==> config.mk <==
export PLATFORM = sky130hd
export DESIGN_NAME = spi_bus_arbiter
export DESIGN_NICKNAME = d
export VERILOG_FILES = /design/src/rtl/spi_bus_arbiter.sv
export SDC_FILE = /design/constraint.sdc
export NUM_CORES = 1
export LEC_CHECK = 0
export CORE_MARGIN = 10
export CORE_UTILIZATION = 40
export DETAILED_ROUTE_END_ITERATION = 7
export HOLD_SLACK_MARGIN = 0.05
export PLACE_DENSITY = 0.64
export SETUP_SLACK_MARGIN = 0.2
export SYNTH_ARGS = -nofsm -noshare
export SYNTH_HDL_FRONTEND = slang
export SYNTH_SLANG_ARGS = --single-unit
export TNS_END_PERCENT = 50
==> constraint.sdc <==
create_clock -name i_clk -period 2.18 [get_ports i_clk]
set_input_delay 0.327 -clock i_clk [delete_from_list [all_inputs] [get_ports i_clk]]
set_output_delay 0.327 -clock i_clk [all_outputs]
set_load 0.02 [all_outputs]
==> src/rtl/spi_bus_arbiter.sv <==
// Two-requester round-robin SPI master: grants one requester at a time, shifts a
// word MSB first on its own chip select and returns the received word with a done pulse.
module spi_bus_arbiter #(
  parameter int DATA_W  = 16,
  parameter int CLK_DIV = 2,
  parameter int GAP     = 2
) (
  input  logic              i_clk,
  input  logic              i_reset,
  input  logic              i_req0,
  input  logic              i_req1,
  input  logic [DATA_W-1:0] i_tx0,
  input  logic [DATA_W-1:0] i_tx1,
  input  logic              i_miso,
  output logic              o_gnt0,
  output logic              o_gnt1,
  output logic              o_done0,
  output logic              o_done1,
  output logic [DATA_W-1:0] o_rx_data,
  output logic              o_busy,
  output logic              o_cs0_n,
  output logic              o_cs1_n,
  output logic              o_sclk,
  output logic              o_mosi
);

  localparam int CNT_MAX = (CLK_DIV > GAP) ? CLK_DIV : GAP;
  localparam int CW      = (CNT_MAX > 1) ? $clog2(CNT_MAX) : 1;
  localparam int BW      = $clog2(DATA_W + 1);

  typedef enum logic [2:0] {
    S_IDLE, S_SETUP, S_HIGH, S_LOW, S_DONE, S_GAP
  } state_t;

  state_t            r_state;
  state_t            w_next;
  logic [CW-1:0]     r_divCnt;
  logic [BW-1:0]     r_bitCnt;
  logic [DATA_W-1:0] r_shift;
  logic [DATA_W-1:0] r_rxShift;
  logic [DATA_W-1:0] r_rxData;
  logic              r_owner;
  logic              r_lastServed;
  logic              r_gnt0, r_gnt1, r_done0, r_done1;
  logic              r_busy, r_cs0n, r_cs1n, r_sclk, r_mosi;

  logic w_gnt0, w_gnt1, w_done0, w_done1;
  logic w_phaseEnd, w_gapEnd, w_active;
  logic w_cs0n, w_cs1n, w_sclk, w_mosi, w_busy;
  logic w_enterHigh, w_enterLow;

  always_ff @(posedge i_clk) begin
    if (!i_reset) r_state <= S_IDLE;
    else          r_state <= w_next;
  end

  // Output values are decoded from the current state and then registered, so every
  // pin trails the state register by one cycle.
  always_comb begin
    w_next     = r_state;
    w_gnt0     = 1'b0;
    w_gnt1     = 1'b0;
    w_done0    = 1'b0;
    w_done1    = 1'b0;
    w_phaseEnd = (int'(r_divCnt) == CLK_DIV - 1);
    w_gapEnd   = (int'(r_divCnt) == GAP - 1);
    case (r_state)
      S_IDLE: begin
        if (i_req0 && (!i_req1 || r_lastServed)) begin
          w_gnt0 = 1'b1;
          w_next = S_SETUP;
        end else if (i_req1) begin
          w_gnt1 = 1'b1;
          w_next = S_SETUP;
        end
      end
      S_SETUP: if (w_phaseEnd) w_next = S_HIGH;
      S_HIGH:  if (w_phaseEnd) w_next = S_LOW;
      S_LOW: begin
        if (w_phaseEnd) w_next = (r_bitCnt == '0) ? S_DONE : S_HIGH;
      end
      S_DONE: begin
        w_done0 = !r_owner;
        w_done1 = r_owner;
        w_next  = (GAP > 0) ? S_GAP : S_IDLE;
      end
      S_GAP:   if (w_gapEnd) w_next = S_IDLE;
      default: w_next = S_IDLE;
    endcase
    w_active    = (r_state == S_SETUP) || (r_state == S_HIGH) || (r_state == S_LOW);
    w_cs0n      = !(w_active && !r_owner);
    w_cs1n      = !(w_active && r_owner);
    w_sclk      = (r_state == S_HIGH);
    w_mosi      = w_active ? r_shift[DATA_W-1] : r_mosi;
    w_busy      = (r_state != S_IDLE);
    w_enterHigh = (r_state != S_HIGH) && (w_next == S_HIGH);
    w_enterLow  = (r_state == S_HIGH) && (w_next == S_LOW);
  end

  always_ff @(posedge i_clk) begin
    if (!i_reset) begin
      r_divCnt     <= '0;
      r_bitCnt     <= '0;
      r_shift      <= '0;
      r_rxShift    <= '0;
      r_rxData     <= '0;
      r_owner      <= 1'b0;
      r_lastServed <= 1'b1;
      r_gnt0       <= 1'b0;
      r_gnt1       <= 1'b0;
      r_done0      <= 1'b0;
      r_done1      <= 1'b0;
      r_busy       <= 1'b0;
      r_cs0n       <= 1'b1;
      r_cs1n       <= 1'b1;
      r_sclk       <= 1'b0;
      r_mosi       <= 1'b0;
    end else begin
      r_gnt0  <= w_gnt0;
      r_gnt1  <= w_gnt1;
      r_done0 <= w_done0;
      r_done1 <= w_done1;
      r_busy  <= w_busy;
      r_cs0n  <= w_cs0n;
      r_cs1n  <= w_cs1n;
      r_sclk  <= w_sclk;
      r_mosi  <= w_mosi;
      if ((w_next != r_state) || (r_state == S_IDLE) || (r_state == S_DONE))
        r_divCnt <= '0;
      else
        r_divCnt <= r_divCnt + CW'(1);
      if (w_gnt0 || w_gnt1) begin
        r_shift      <= w_gnt0 ? i_tx0 : i_tx1;
        r_owner      <= w_gnt1;
        r_lastServed <= w_gnt1;
        r_bitCnt     <= BW'(DATA_W);
      end
      if (w_enterHigh) r_rxShift <= {r_rxShift[DATA_W-2:0], i_miso};
      // The final LOW phase does not shift, so mosi keeps showing bit 0.
      if (w_enterLow) begin
        r_bitCnt <= r_bitCnt - BW'(1);
        if (r_bitCnt != BW'(1)) r_shift <= {r_shift[DATA_W-2:0], 1'b0};
      end
      if (r_state == S_DONE) r_rxData <= r_rxShift;
    end
  end

  assign o_gnt0    = r_gnt0;
  assign o_gnt1    = r_gnt1;
  assign o_done0   = r_done0;
  assign o_done1   = r_done1;
  assign o_rx_data = r_rxData;
  assign o_busy    = r_busy;
  assign o_cs0_n   = r_cs0n;
  assign o_cs1_n   = r_cs1n;
  assign o_sclk    = r_sclk;
  assign o_mosi    = r_mosi;

endmodule
# Word level (Yosys, flattened, before mapping)
# Cells that the tools add are included.
# word_totals
register_bits	68
in_bits	37
output_inout_bits	25
elab_cells	70
# classes
add_sub_neg	2
n_eq_ne	10
muxes	19
bitwise_logic	1
reduce_logical	21
# op_table
op	count
16-bit two-way mux	4
3-bit two-way mux	7
3-bit case mux with 6 select lines	1
3-bit by 2-bit == test with 1-bit output, second input constant	4
5-bit two-way mux	2
3-bit == test, second input constant	2
1-bit logical OR	6
1-bit logical AND	5
5-bit logical NOT	1
1-bit two-way mux	5
5-bit by 1-bit != test with 1-bit output, second input constant	1
5-bit by 1-bit subtractor with 5-bit output, second input constant	1
1-bit logical NOT	4
3-bit by 1-bit == test with 1-bit output, second input constant	1
3-bit logical NOT	1
3-bit by 2-bit != test with 1-bit output, second input constant	1
3-bit != test	1
3-bit nonzero test	1
2-bit AND reduction	1
2-bit nonzero test	1
2-bit OR reduction	1
1-bit adder, second input constant	1
1-bit inverter	1

# Longest topological paths before layout
# depth
ltp_word	9
ltp_mapped	7
ltp_nobuf	6

# Worst setup path before layout
# Ideal clock, no wire load.
# synth_path
path_kind	flip-flop to flip-flop
startpoint	register r_bitCnt[0]
endpoint	register r_rxShift[10]
setup_time_ns	0.128
t_arrival_ns	1.461
setup_slack_ns	0.591
path_stages_with_launch	7
n_path_buf	1
period_less_slack_ns	1.589
cell_sequence	dfxtp_1 > inv_1 > ha_1 > and2_1 > a311oi_2 > clkbuf_1 > o21ai_0
# synth_via
elab_chain_cells	6
# synth_rtl
element	line	rtl
start, declared	38	logic [BW-1:0] r_bitCnt;
start signal, assigned	136	r_bitCnt <= BW'(DATA_W);
start signal, assigned	141	r_bitCnt <= r_bitCnt - BW'(1);
5-bit logical NOT	80	if (w_phaseEnd) w_next = (r_bitCnt == '0) ? S_DONE : S_HIGH;
3-bit two-way mux (2 in series)	80	
3-bit case mux with 6 select lines	67	case (r_state)
3-bit by 2-bit == test with 1-bit output	96	w_enterHigh = (r_state != S_HIGH) && (w_next == S_HIGH);
1-bit logical AND	96	
end signal, assigned	138	if (w_enterHigh) r_rxShift <= {r_rxShift[DATA_W-2:0], i_miso};
end, declared	40	logic [DATA_W-1:0] r_rxShift;
# Every way passes these cells.
# A chain may end at the register's enable or synchronous reset.

# Worst setup path in the final report
# layout_path
startpoint	register r_state[2]
endpoint	register r_shift[1]
# layout_via
elab_chain_cells	6
elab_cells_between_ends	22
classes_between	6 x eq/ne; 13 x mux; 3 x reduce/logical
# layout_rtl
element	line	rtl
start, declared	35	state_t r_state;
start signal, assigned	54	else r_state <= w_next;
3-bit two-way mux / 3-bit logical NOT (equally long branches)	72, 67	
3-bit two-way mux / 1-bit two-way mux (equally long branches)	69, 67	
3-bit case mux with 6 select lines, or another cell as far along	67	
3-bit by 2-bit == test with 1-bit output / 16-bit two-way mux (equally long branches)	97, 132	
1-bit logical AND / 16-bit two-way mux (equally long branches)	97, 142	
16-bit two-way mux (*)	140	if (w_enterLow) begin
end signal, assigned	133	r_shift <= w_gnt0 ? i_tx0 : i_tx1;
end signal, assigned	142	if (r_bitCnt != BW'(1)) r_shift <= {r_shift[DATA_W-2:0], 1'b0};
end, declared	39	logic [DATA_W-1:0] r_shift;
# Mark *: on every way between the ends. The rest lies on a longest branch, timed or not.

==> results.toml <==
[final_layout]
area_growth_pct = 31.0
utilization_pct = 54.1
n_fill_cell = 657
diodes = 0
stdcell_count = 481
fin_nets = 420
layout-drive-gt1-share_pct = 9.35

[worst_hold_path]
holdPathStages = 2
hold_path_end = "r_lastServed"
min_from = "i_reset"
hold_class = "in2reg"

[global_routing]
grt_use_total_pct = 12.4
grt.met2_usage_pct = 18.9
grt_pass1_wl_um = 11400
use_met3_pct = 4.34
grt_max_degree = 33
overflow = 0
busiest_layer = "met2"
antenna_found_initial = 0
grt_pass1_vias = 2344
grt_use_met1_pct = 15.7

[sta]
drv_slew = 0
tightest_slew_ns = 0.610
hold_viol = 0
timing.setup.tns_ns = 0
setup_slack_ns = 0.441
fin_crit_ns = 1.74
slew_headroom_pct = 59.4
timing.fmax_mhz = 575
grt_setup_unrepaired = "false"
finClkSkew_ns = 0.0101
period_share_pct = 79.8
finalSetupViolations = 0

[critical_path]
cp_data_arrival_time_ns = 1.95
critical_path_class = "reg2reg"
r2r_end = "r_shift[1]"
cp-start-kind = "flip-flop"
rr_worst_depth = 5
cp_max_fo = 13
required_ns = 2.39
cp-end-kind = "flip-flop"
reg2reg_slack_ns = 0.44
r2r-start = "r_state[2]"

[clock_tree]
cts_made_buffers = 9
cts.clk_slew.worst_paths_ns = 0.08
cts_root_buf = "clkbuf_8"
cts_buffer_depth = 2
cts.sink_count = 68
insertion_delay_ns = 0.34
htree_levels = 3
cts_setup_buffers = 0
cts_tree = "built"

[floorplan]
start_util_pct = 41.3
fp-row-count = 30
die_w_um = 104
boundaryPins = 62
dieHeight_um = 104
die_area_um2 = 10800
core-area_um2 = 6790

[placement]
dp_hpwl_um = 4710
place_ws_ns = 0.248
port_buffers = 61
routabilityCongestion = 0.812
dp_cells = 465

[power]
p_sw_share_pct = 25.8
p_per_area_nw_per_um2 = 730
power.switching_uw = 693
peakVddDrop_mv = 0.345
p_total_uw = 2680
comb_power_share_pct = 12.1
power.internal_uw = 1990
clkPwrFrac_pct = 38.3
seqPwrFrac_pct = 49.6
p_leak_uw = 0.00130

[detailed_routing]
drtIter0Drc = 130
wl_um = 6510
avgViaCountPerCell = 4.99
via_count = 2402
dr.pass1.iters = 4
avgRoutedWirePerCell_um = 13.5
drc = 0
postRouteAntennaNets = 0

[synthesis]
ys_ff_latch = 68
synth_warnings = 0
netlist_instances = 324
avgSynthCellArea_um2 = 8.66
synth_top_area_share_pct = 48.5
ys_top_cells_by_count = "68 x dfxtp_1, 68 x nand2_1, 26 x a21oi_1, 26 x nand3_1, 21 x o21ai_0"
synth_area_um2 = 2810
synth.largest_area_cell = "dfxtp_1"
synth_nets = 364
synth_area_leaders = "dfxtp_1 49%, nand2_1 9.1%, a21oi_1 4.6%, mux2i_1 4.6%, nand3_1 4.6%"
synth_ff_type = "dfxtp_1"
synthArstFlopShare_pct = 0
yosysSeqAreaShare_pct = 48.5
synth_edf_count = 0
synth_cell_types = 42

[status]
status = "finished clean"

[flow_run]
max_cap_violations = 0
flip-flops by register name, indices dropped and copies added, names as in the netlist, 3 cells and up:
| register | flops |
|---|---|
| r_rxShift | 16 |
| r_bitCnt | 5 |
| r_state | 3 |
| r_shift | 16 |
| o_rx_data | 16 |
worst max-delay path: stages (launching register included):
cell      delay [ns]
dfxtp_1         0.44
nor3_4          0.33
and3_2          0.32
buf_12          0.17
mux2i_1         0.21
o221ai_1        0.14
worst max path at each step:
| stage | from | end | depth (start not counted) |
|---|---|---|---|
| after global routing | r_state[2] | r_shift[2] | 4 |
| after detailed placement | r_state[2] | r_shift[1] | 4 |
| after global placement | r_state[2] | r_shift[11] | 4 |
| after CTS | r_state[2] | r_shift[11] | 4 |
| final | r_state[2] | r_shift[1] | 5 |
| after floorplan | r_bitCnt[0] | r_rxShift[10] | 6 |
cell families after synthesis:
kind of cell    count (synthesis)  synth area share, %
buf+inv                        28                 5.31
xor+xnor                        1                0.312
mux                            13                 4.64
flops                          68                 48.5
compound gates                 75                 16.8
simple gates                  136                 23.1
fa+ha+maj                       3                 1.34
cell usage in the layout, fill, tap and decap left out, drive strengths merged, types with 4 or more instances in the layout:
cell	netlist	final
nand2	68	68
dfxtp	68	68
clkdlybuf4s50	0	60
a21oi	26	26
nand3	26	26
o21ai	22	22
mux2i	13	13
o221ai	13	13
nor2	13	13
buf	14	10
clkbuf	11	9
nor3	8	8
nand4	6	6
clkinv	0	5
nand2b	4	4
inv	3	4
per-layer routing:
layer,vias to the layer above,part of all wire (%)
li1,1254,-
met2,55,45
met3,7,7.1
met1,1086,47
met5,-,0
met4,0,1.0
area by class of cell:
type | instances | area (µm²) | area share, %
clock buffer | 9 | 124 | 3.37
clock inverter | 7 | 75.1 | 2.04
inverter | 3 | 11.3 | 0.306
multi-input combinational | 228 | 1300 | 35.3
sequential | 68 | 1360 | 37.0
tap | 96 | 120 | 3.27
timing repair buffer | 70 | 686 | 18.7
through the flow:
step                      hold WS (ns)  area, µm²
final                            0.403       3670
after global routing             0.431       3670
after CTS                        0.388       3670
after detailed placement         0.447       3470
after global placement           0.442       3470
after floorplan                  0.398       2810
power groups by stage:
stage                     Combinational [µW]  Clock (µW)  Sequential, µW
after floorplan                          199           0            1360
after global placement                   321           0            1360
after detailed placement                 326           0            1360
after CTS                                326        1060            1330
after global routing                     361        1100            1340
final                                    324        1030            1330
timing repair:
action / in CTS / in global routing
setup endpoints to repair: 0 / 7
resized for setup: 0 / 2
hold buffers: 0 / 0
(Power assumes the default switching activity.)
